### config.mk
export PLATFORM = sky130hd
export DESIGN_NAME = status_display_mux
export DESIGN_NICKNAME = d
export VERILOG_FILES = /design/src/rtl/status_display_mux.sv
export SDC_FILE = /design/constraint.sdc
export NUM_CORES = 1
export LEC_CHECK = 0
export ABC_AREA = 1
export CORE_MARGIN = 2
export CORE_UTILIZATION = 25
export DETAILED_ROUTE_END_ITERATION = 7
export PLACE_DENSITY = 0.56
export SETUP_SLACK_MARGIN = 0.15
export SLEW_MARGIN = 20
export SYNTH_ARGS = -nofsm -noshare
export SYNTH_HDL_FRONTEND = slang
export SYNTH_SLANG_ARGS = --single-unit
### constraint.sdc
create_clock -name sysclk_buf -period 3.5 [get_ports sysclk_buf]
set_input_delay 1.05 -clock sysclk_buf [delete_from_list [all_inputs] [get_ports sysclk_buf]]
set_output_delay 1.05 -clock sysclk_buf [all_outputs]
set_load 0.03 [all_outputs]
### src/rtl/status_display_mux.sv
// Front-panel status display: captures NCHAN status words on their strobes, keeps
// per-channel sticky flags and scans the selected word onto a multiplexed hex display.
module status_display_mux #(
  parameter int unsigned NCHAN   = 4,
  parameter int unsigned DIGITS  = 4,
  parameter int unsigned SELW    = 2,
  parameter int unsigned REFRESH = 50000
) (
  input  logic                      sysclk_buf,
  input  logic                      reset,
  input  logic [NCHAN*4*DIGITS-1:0] chan_data,
  input  logic [NCHAN-1:0]          chan_strobe,
  input  logic [SELW-1:0]           chan_sel,
  input  logic                      freeze,
  input  logic                      clr_sticky,
  input  logic [DIGITS-1:0]         dots_in,
  output logic [7:0]                sevenseg,
  output logic [DIGITS-1:0]         sevenseg_an,
  output logic [NCHAN-1:0]          sticky
);

  localparam int unsigned CW = 4 * DIGITS;
  localparam int unsigned PW = (REFRESH > 1) ? $clog2(REFRESH) : 1;
  localparam int unsigned DW = (DIGITS > 1) ? $clog2(DIGITS) : 1;
  localparam logic [PW-1:0] PRESC_MAX = PW'(REFRESH - 1);
  localparam logic [DW-1:0] DIGIT_MAX = DW'(DIGITS - 1);

  logic [CW-1:0] cap [NCHAN];
  logic [PW-1:0] presc;
  logic [DW-1:0] digit;

  logic [CW-1:0] word_c;
  logic          sel_ok_c;
  logic [3:0]    nib_c;
  logic          dot_c;

  // Active-low segment pattern {g,f,e,d,c,b,a} for one hex nibble.
  function automatic logic [6:0] hex7(input logic [3:0] n);
    case (n)
      4'h0: hex7 = 7'h40;
      4'h1: hex7 = 7'h79;
      4'h2: hex7 = 7'h24;
      4'h3: hex7 = 7'h30;
      4'h4: hex7 = 7'h19;
      4'h5: hex7 = 7'h12;
      4'h6: hex7 = 7'h02;
      4'h7: hex7 = 7'h78;
      4'h8: hex7 = 7'h00;
      4'h9: hex7 = 7'h10;
      4'hA: hex7 = 7'h08;
      4'hB: hex7 = 7'h03;
      4'hC: hex7 = 7'h46;
      4'hD: hex7 = 7'h21;
      4'hE: hex7 = 7'h06;
      default: hex7 = 7'h0E;
    endcase
  endfunction

  // Capture and sticky flags; a strobe beats a simultaneous clear.
  always_ff @(posedge sysclk_buf) begin
    if (reset) begin
      for (int c = 0; c < int'(NCHAN); c++) cap[c] <= '0;
      sticky <= '0;
    end else begin
      for (int c = 0; c < int'(NCHAN); c++)
        if (chan_strobe[c] && !freeze) cap[c] <= chan_data[c*CW +: CW];
      sticky <= (clr_sticky ? '0 : sticky) | chan_strobe;
    end
  end

  // Refresh prescaler and digit scan index.
  always_ff @(posedge sysclk_buf) begin
    if (reset) begin
      presc <= '0;
      digit <= '0;
    end else if (presc == PRESC_MAX) begin
      presc <= '0;
      digit <= (digit == DIGIT_MAX) ? '0 : digit + DW'(1);
    end else begin
      presc <= presc + PW'(1);
    end
  end

  // Pick the selected word, then the nibble and dot of the current digit.
  always_comb begin
    word_c   = '0;
    sel_ok_c = 1'b0;
    for (int c = 0; c < int'(NCHAN); c++)
      if (chan_sel == SELW'(c)) begin
        word_c   = cap[c];
        sel_ok_c = 1'b1;
      end
    nib_c = '0;
    dot_c = 1'b0;
    for (int d = 0; d < int'(DIGITS); d++)
      if (digit == DW'(d)) begin
        nib_c = word_c[4*d +: 4];
        dot_c = dots_in[d];
      end
  end

  always_ff @(posedge sysclk_buf) begin
    if (reset) begin
      sevenseg    <= 8'hFF;
      sevenseg_an <= '1;
    end else begin
      sevenseg_an <= ~(DIGITS'(1) << digit);
      sevenseg    <= sel_ok_c ? {~dot_c, hex7(nib_c)} : 8'hFF;
    end
  end

endmodule
Yosys cells after proc, flatten, opt, wreduce, memory -nomap -nowiden
Memories as Yosys holds them, arrays and structs flattened. A register that Yosys moved wholly into a read port is not among the register bits. Cells that the tools add are included.

Add/subtract/negate cells: 2. Multiply operators: 0. Divide/modulo/power cells: 0. Order comparisons: 0. Equality and inequality tests: 7. Shift-type cells: 1. Muxes and demuxes: 36. Bitwise logic cells: 8. Reductions and logical operators: 9.

Operator list (count): 16-bit two-way mux (8); 1-bit two-way mux (22); 4-bit two-way mux (5); 16-bit by 1-bit adder with 16-bit output (second input constant) (1); 16-bit equality test (second input constant) (1); 2-bit equality test (second input constant) (4); 2-bit by 1-bit equality test with 1-bit output (second input constant) (2); 1-bit logical AND (4); 2-bit zero test (2); 4-bit inverter (1); 1-bit bitwise OR (4); 4-bit bitwise OR (1); 2-bit OR reduction (2); 1-bit by 2-bit left shift with 4-bit output (first input constant) (1); 2-bit by 1-bit adder with 2-bit output (second input constant) (1); 2-bit two-way mux (1); 1-bit inverter (2); 1-bit zero test (1).

Flip-flop bits (word level): 34. Bits in latches: 0. Bits in writable memories: 64. ROM bits: 112. Input port bits: 78. Logic and storage cells: 70. Memories kept: 2.

Memory list: (no name shown) (depth 16, bits a word 7, rd ports 1, clocked after Yosys merged registers in 1, write ports 0, line 39) `case (n)`; cap (depth 4, bits a word 16, rd ports 4, clocked after Yosys merged registers in 0, write ports 4, line 28) `logic [CW-1:0] cap [NCHAN];`.

Depth between registers and ports, before layout
Depth in word-level cells: 9. Gate-level depth with buffers: 19.

Worst setup path after synthesis
No wires, ideal clock.

Path kind: input-to-reg. Start point: in chan_sel[1]. End point: reg sevenseg[3]. Setup time: 0.129 ns. Data arrival time: 2.571 ns. Setup slack: 0.801 ns. Cell stages on the path: 18. Path buffers: 2. Path through: buf_4 > nand2_2 > buf_2 > nor2_1 > nor2_1 > nand2_1 > nand2_1 > nand2_1 > nand2_1 > nand2_1 > nand2_1 > inv_1 > ha_1 > inv_1 > nand2_1 > nand2_1 > nand2_1 > nand3_1.

Longest elaborated chain between the ends: 9. Elaborated cells on any way between the ends: 18. Classes of those cells: eq/ne: 3; mux: 12; bitwise: 1; reduce/logical: 2.

Ends and longest elaborated chain: from (decl) (line 13) `input logic [SELW-1:0] chan_sel,`; 2-bit zero test (line 89) `if (chan_sel == SELW'(c)) begin`; 16-bit two-way mux (4 in a row) (line 89); 4-bit two-way mux (4 in a row) (line 96) `if (digit == DW'(d)) begin`; to (decl) (line 17) `output logic [7:0] sevenseg,`.

Parallel ways exist; a longest one is shown, timed or not. A chain may end at the register's enable or synchronous reset.

Worst setup path in the final report
Ends and elaborated chain as after synthesis.

==> impl_metrics.ini <==
[synthesis]
synth_top_cell_by_area = edfxtp_1
synth_nets = 653
ys_seq_elements = 98
synth.top_cell.area_share_pct = 41.04
syn_avg_cell_area_sq_um = 8.304
synthTopCellsByArea = edfxtp_1 (41%), dfxtp_1 (15%), nand2_1 (11%), inv_1 (7.9%), nor2_1 (7.9%)
synth_area_sq_mm = 0.004683
yosys.cell_count.top_type = nand2_1
synth-main-ff-cell = edfxtp_1
ys_types = 33
syn_inst = 564
synth_common_cells = nand2_1 (135), inv_1 (99), nor2_1 (99), edfxtp_1 (64), dfxtp_1 (34)
seq_area_frac_synth_pct = 55.57
yosysWarnings = 0
synth_edf_count = 64
async_flop_share_pct = 0

[drt]
drt_iter0_markers = 303
dr.pass1.iters = 5
post_drt_wl_per_cell_um = 13.09
drc = 0
vias_per_cell = 4.149
dr_total_vias = 3759
routed_wirelength_um = 11860
ant_nets = 0

[timing]
drv_slew = 0
final.setup_skew_ns = 0.01386
fin_setup_tns_ns = 0
post-route-period-util_pct = 86.62
grt_setup_unrepaired = no
finalHoldViolations = 0
fin_ws_ns = 0.4682
worstMarginPinSlew_ns = 0.7023
period_needed_ns = 3.032
slew_headroom_pct = 53.05
fmax_ghz = 0.3298
finalSetupViolCount = 0

[critical_path]
critPathArrivalTime_ns = 3.27
critPathMostFrequentCell = nand2_1
crit_chain = clkdlybuf4s50_1 -> inv_2 -> nor2_4 -> nand2_1 -> nand3_1 -> nand2_1 -> nand2_1 -> nand2_1 -> nand2_1 -> nand2_1 -> nand2_1 -> inv_1 -> ha_1 -> inv_1 -> nand2_1 -> nand2_1 -> nand2_1 -> nand3_1
crit-reg2reg-launch = digit[1]$_SDFFE_PP0P_
crit_family = simple AND/OR/NAND/NOR gates
critical_path.endpoint_type = register
required_ns = 3.74
critPathSlowestCell = clkdlybuf4s50_1
worstSetupPathType = in2reg
startpoint_type = input port
timing.rr.end = sevenseg[3]$_SDFF_PP1_
critical_path_buf_inv_count = 4
r2r_setup_slack_ns = 1.22
crit_fanout = 10
reg2regPathDepth = 18
cp_slowest_stage_delay_ns = 0.66

[placement]
placed_cells = 890
place_congestion = 0.8805
pre_cts_ws_ns = 0.1308
io_buffer_count = 93
dp.final_hpwl_um = 9300

[clock_tree]
htree_levels = 3
cts_tree = done
clock_latency_ns = 0.35
cts_setup_buffers = 0
cts_resized = 0
cts.sinks = 98
clockBufferDepth = 2
cts.clk_slew.worst_paths_ns = 0.06
cts_made_buffers = 9
clockRootBuffer = clkbuf_16
cts_hold_buf = 0

[global_routing]
grt_overflow = 0
grt_pass1_vias = 3851
grt_pass1_wl_um = 19550
track_usage_pct = 12.84
antenna_found_initial = 0
grt_max_degree = 18

[outcome]
status = finished, final reports clean

[power_and_ir_drop]
vdd_drop_max_v = 0.0002103
powerDensity_mw_per_mm2 = 448.6
p_leak_nw = 2.720
p_total_mw = 2.806

[die]
die_h_um = 140.9
die-area_sq_mm = 0.01984
rows = 50
pin_count = 94
start_util_pct = 25.29
die_x_um = 140.9
core_area_sq_mm = 0.01852

[cells_and_area]
syn2layout_area_growth_pct = 33.56
n_antenna_cell = 0
drive_above_1_share_pct = 6.548
fin_cells = 906
num-nets-final = 756
final_core_util_pct = 33.78
n_fill_cell = 1934

[worst_hold_path]
min_path_type = reg2reg
holdPathEnd = presc[0]$_SDFF_PP0_
worstHoldStart = presc[0]$_SDFF_PP0_
whs_path_depth = 1

[run]
maxCapViolCount = 0
==> flip-flops by register name, indices dropped and copies added, names as in the netlist <==
signal / flops
presc: 16
cap: 64
sticky: 4
digit: 2
sevenseg_an: 4
sevenseg: 8
==> cell type report <==
type,instances,area [sq um],area share (%)
flip-flops and latches,98,2603,41.61
multi-input cells,345,1600,25.59
repair buffers,107,1036,16.56
inverters,106,397.9,6.361
well taps,234,292.8,4.681
clock buffers,10,229.0,3.661
clock inverters,6,96.34,1.540
==> worst register-to-register path: cells and delay by family (launching register included) <==
| family | cells | cell delay [ns] |
|---|---|---|
| DFF | 1 | 0.35 |
| and+or+nand+nor | 12 | 0.91 |
| buffers and inverters | 4 | 0.39 |
| adders and majority gates | 2 | 0.52 |
==> worst max-delay path by stage <==
stage	endpoint	from	slack (ns)	cells past startpoint
2_1_floorplan	sevenseg[3]$_SDFF_PP1_	chan_sel[1]	0.80	18
3_3_place_gp	sevenseg[3]$_SDFF_PP1_	chan_sel[1]	0.16	18
3_5_place_dp	sevenseg[3]$_SDFF_PP1_	chan_sel[1]	0.13	18
4_1_cts	sevenseg[3]$_SDFF_PP1_	chan_sel[1]	0.50	18
5_1_grt	sevenseg[3]$_SDFF_PP1_	chan_sel[1]	0.21	18
6_report	sevenseg[3]$_SDFF_PP1_	chan_sel[1]	0.47	18
==> cell families (layout without fill, tap and decap cells) <==
kind of cell | after synthesis | after routing | synth area share [%]
and+or+nand+nor | 294 | 294 | 26.16
buffers and inverters | 121 | 229 | 10.26
DFF | 98 | 98 | 55.57
AOI/OAI and AO/OA | 35 | 35 | 4.141
adders and majority gates | 11 | 11 | 2.939
xor gates and xnor gates | 5 | 5 | 0.9350
==> cells in the final DEF, fill, tap and decap left out, drive strengths merged <==
cell type | Yosys | routed
nand2 | 138 | 138
inv | 105 | 108
nor2 | 101 | 101
clkdlybuf4s50 | 0 | 93
edfxtp | 64 | 64
dfxtp | 34 | 34
nand3 | 31 | 31
a21oi | 16 | 16
buf | 10 | 14
o21ai | 14 | 14
nand4 | 11 | 11
ha | 11 | 11
clkbuf | 5 | 10
xor2 | 4 | 4
or2 | 4 | 4
nor4 | 3 | 3
nor3b | 3 | 3
nand3b | 2 | 2
bufinv | 0 | 2
o211ai | 2 | 2
clkinv | 1 | 1
o31ai | 1 | 1
nor3 | 1 | 1
xnor2 | 1 | 1
o2111ai | 1 | 1
a211oi | 1 | 1
clkinvlp | 0 | 1
==> metal layers <==
metal / track usage [%] / wire, um
met5: 0 / 0
met4: 4.684 / 240
met3: 3.838 / 754
met2: 21.10 / 5528
met1: 16.02 / 5336
==> power breakdown <==
part | internal [mW] | leakage, nW | switching, mW
sequential | 1.32 | 0.930 | 0.0320
combinational | 0.172 | 1.64 | 0.208
clock | 0.637 | 0.156 | 0.442
==> metrics by stage <==
step | hold slack, ns | cell area [sq um]
after floorplan | 0.4175 | 4683
after global placement | 0.4337 | 5929
after detailed placement | 0.4447 | 5929
after CTS | 0.4557 | 6255
after global routing | 0.4750 | 6255
final | 0.4517 | 6255
(Power assumes the default switching activity.)
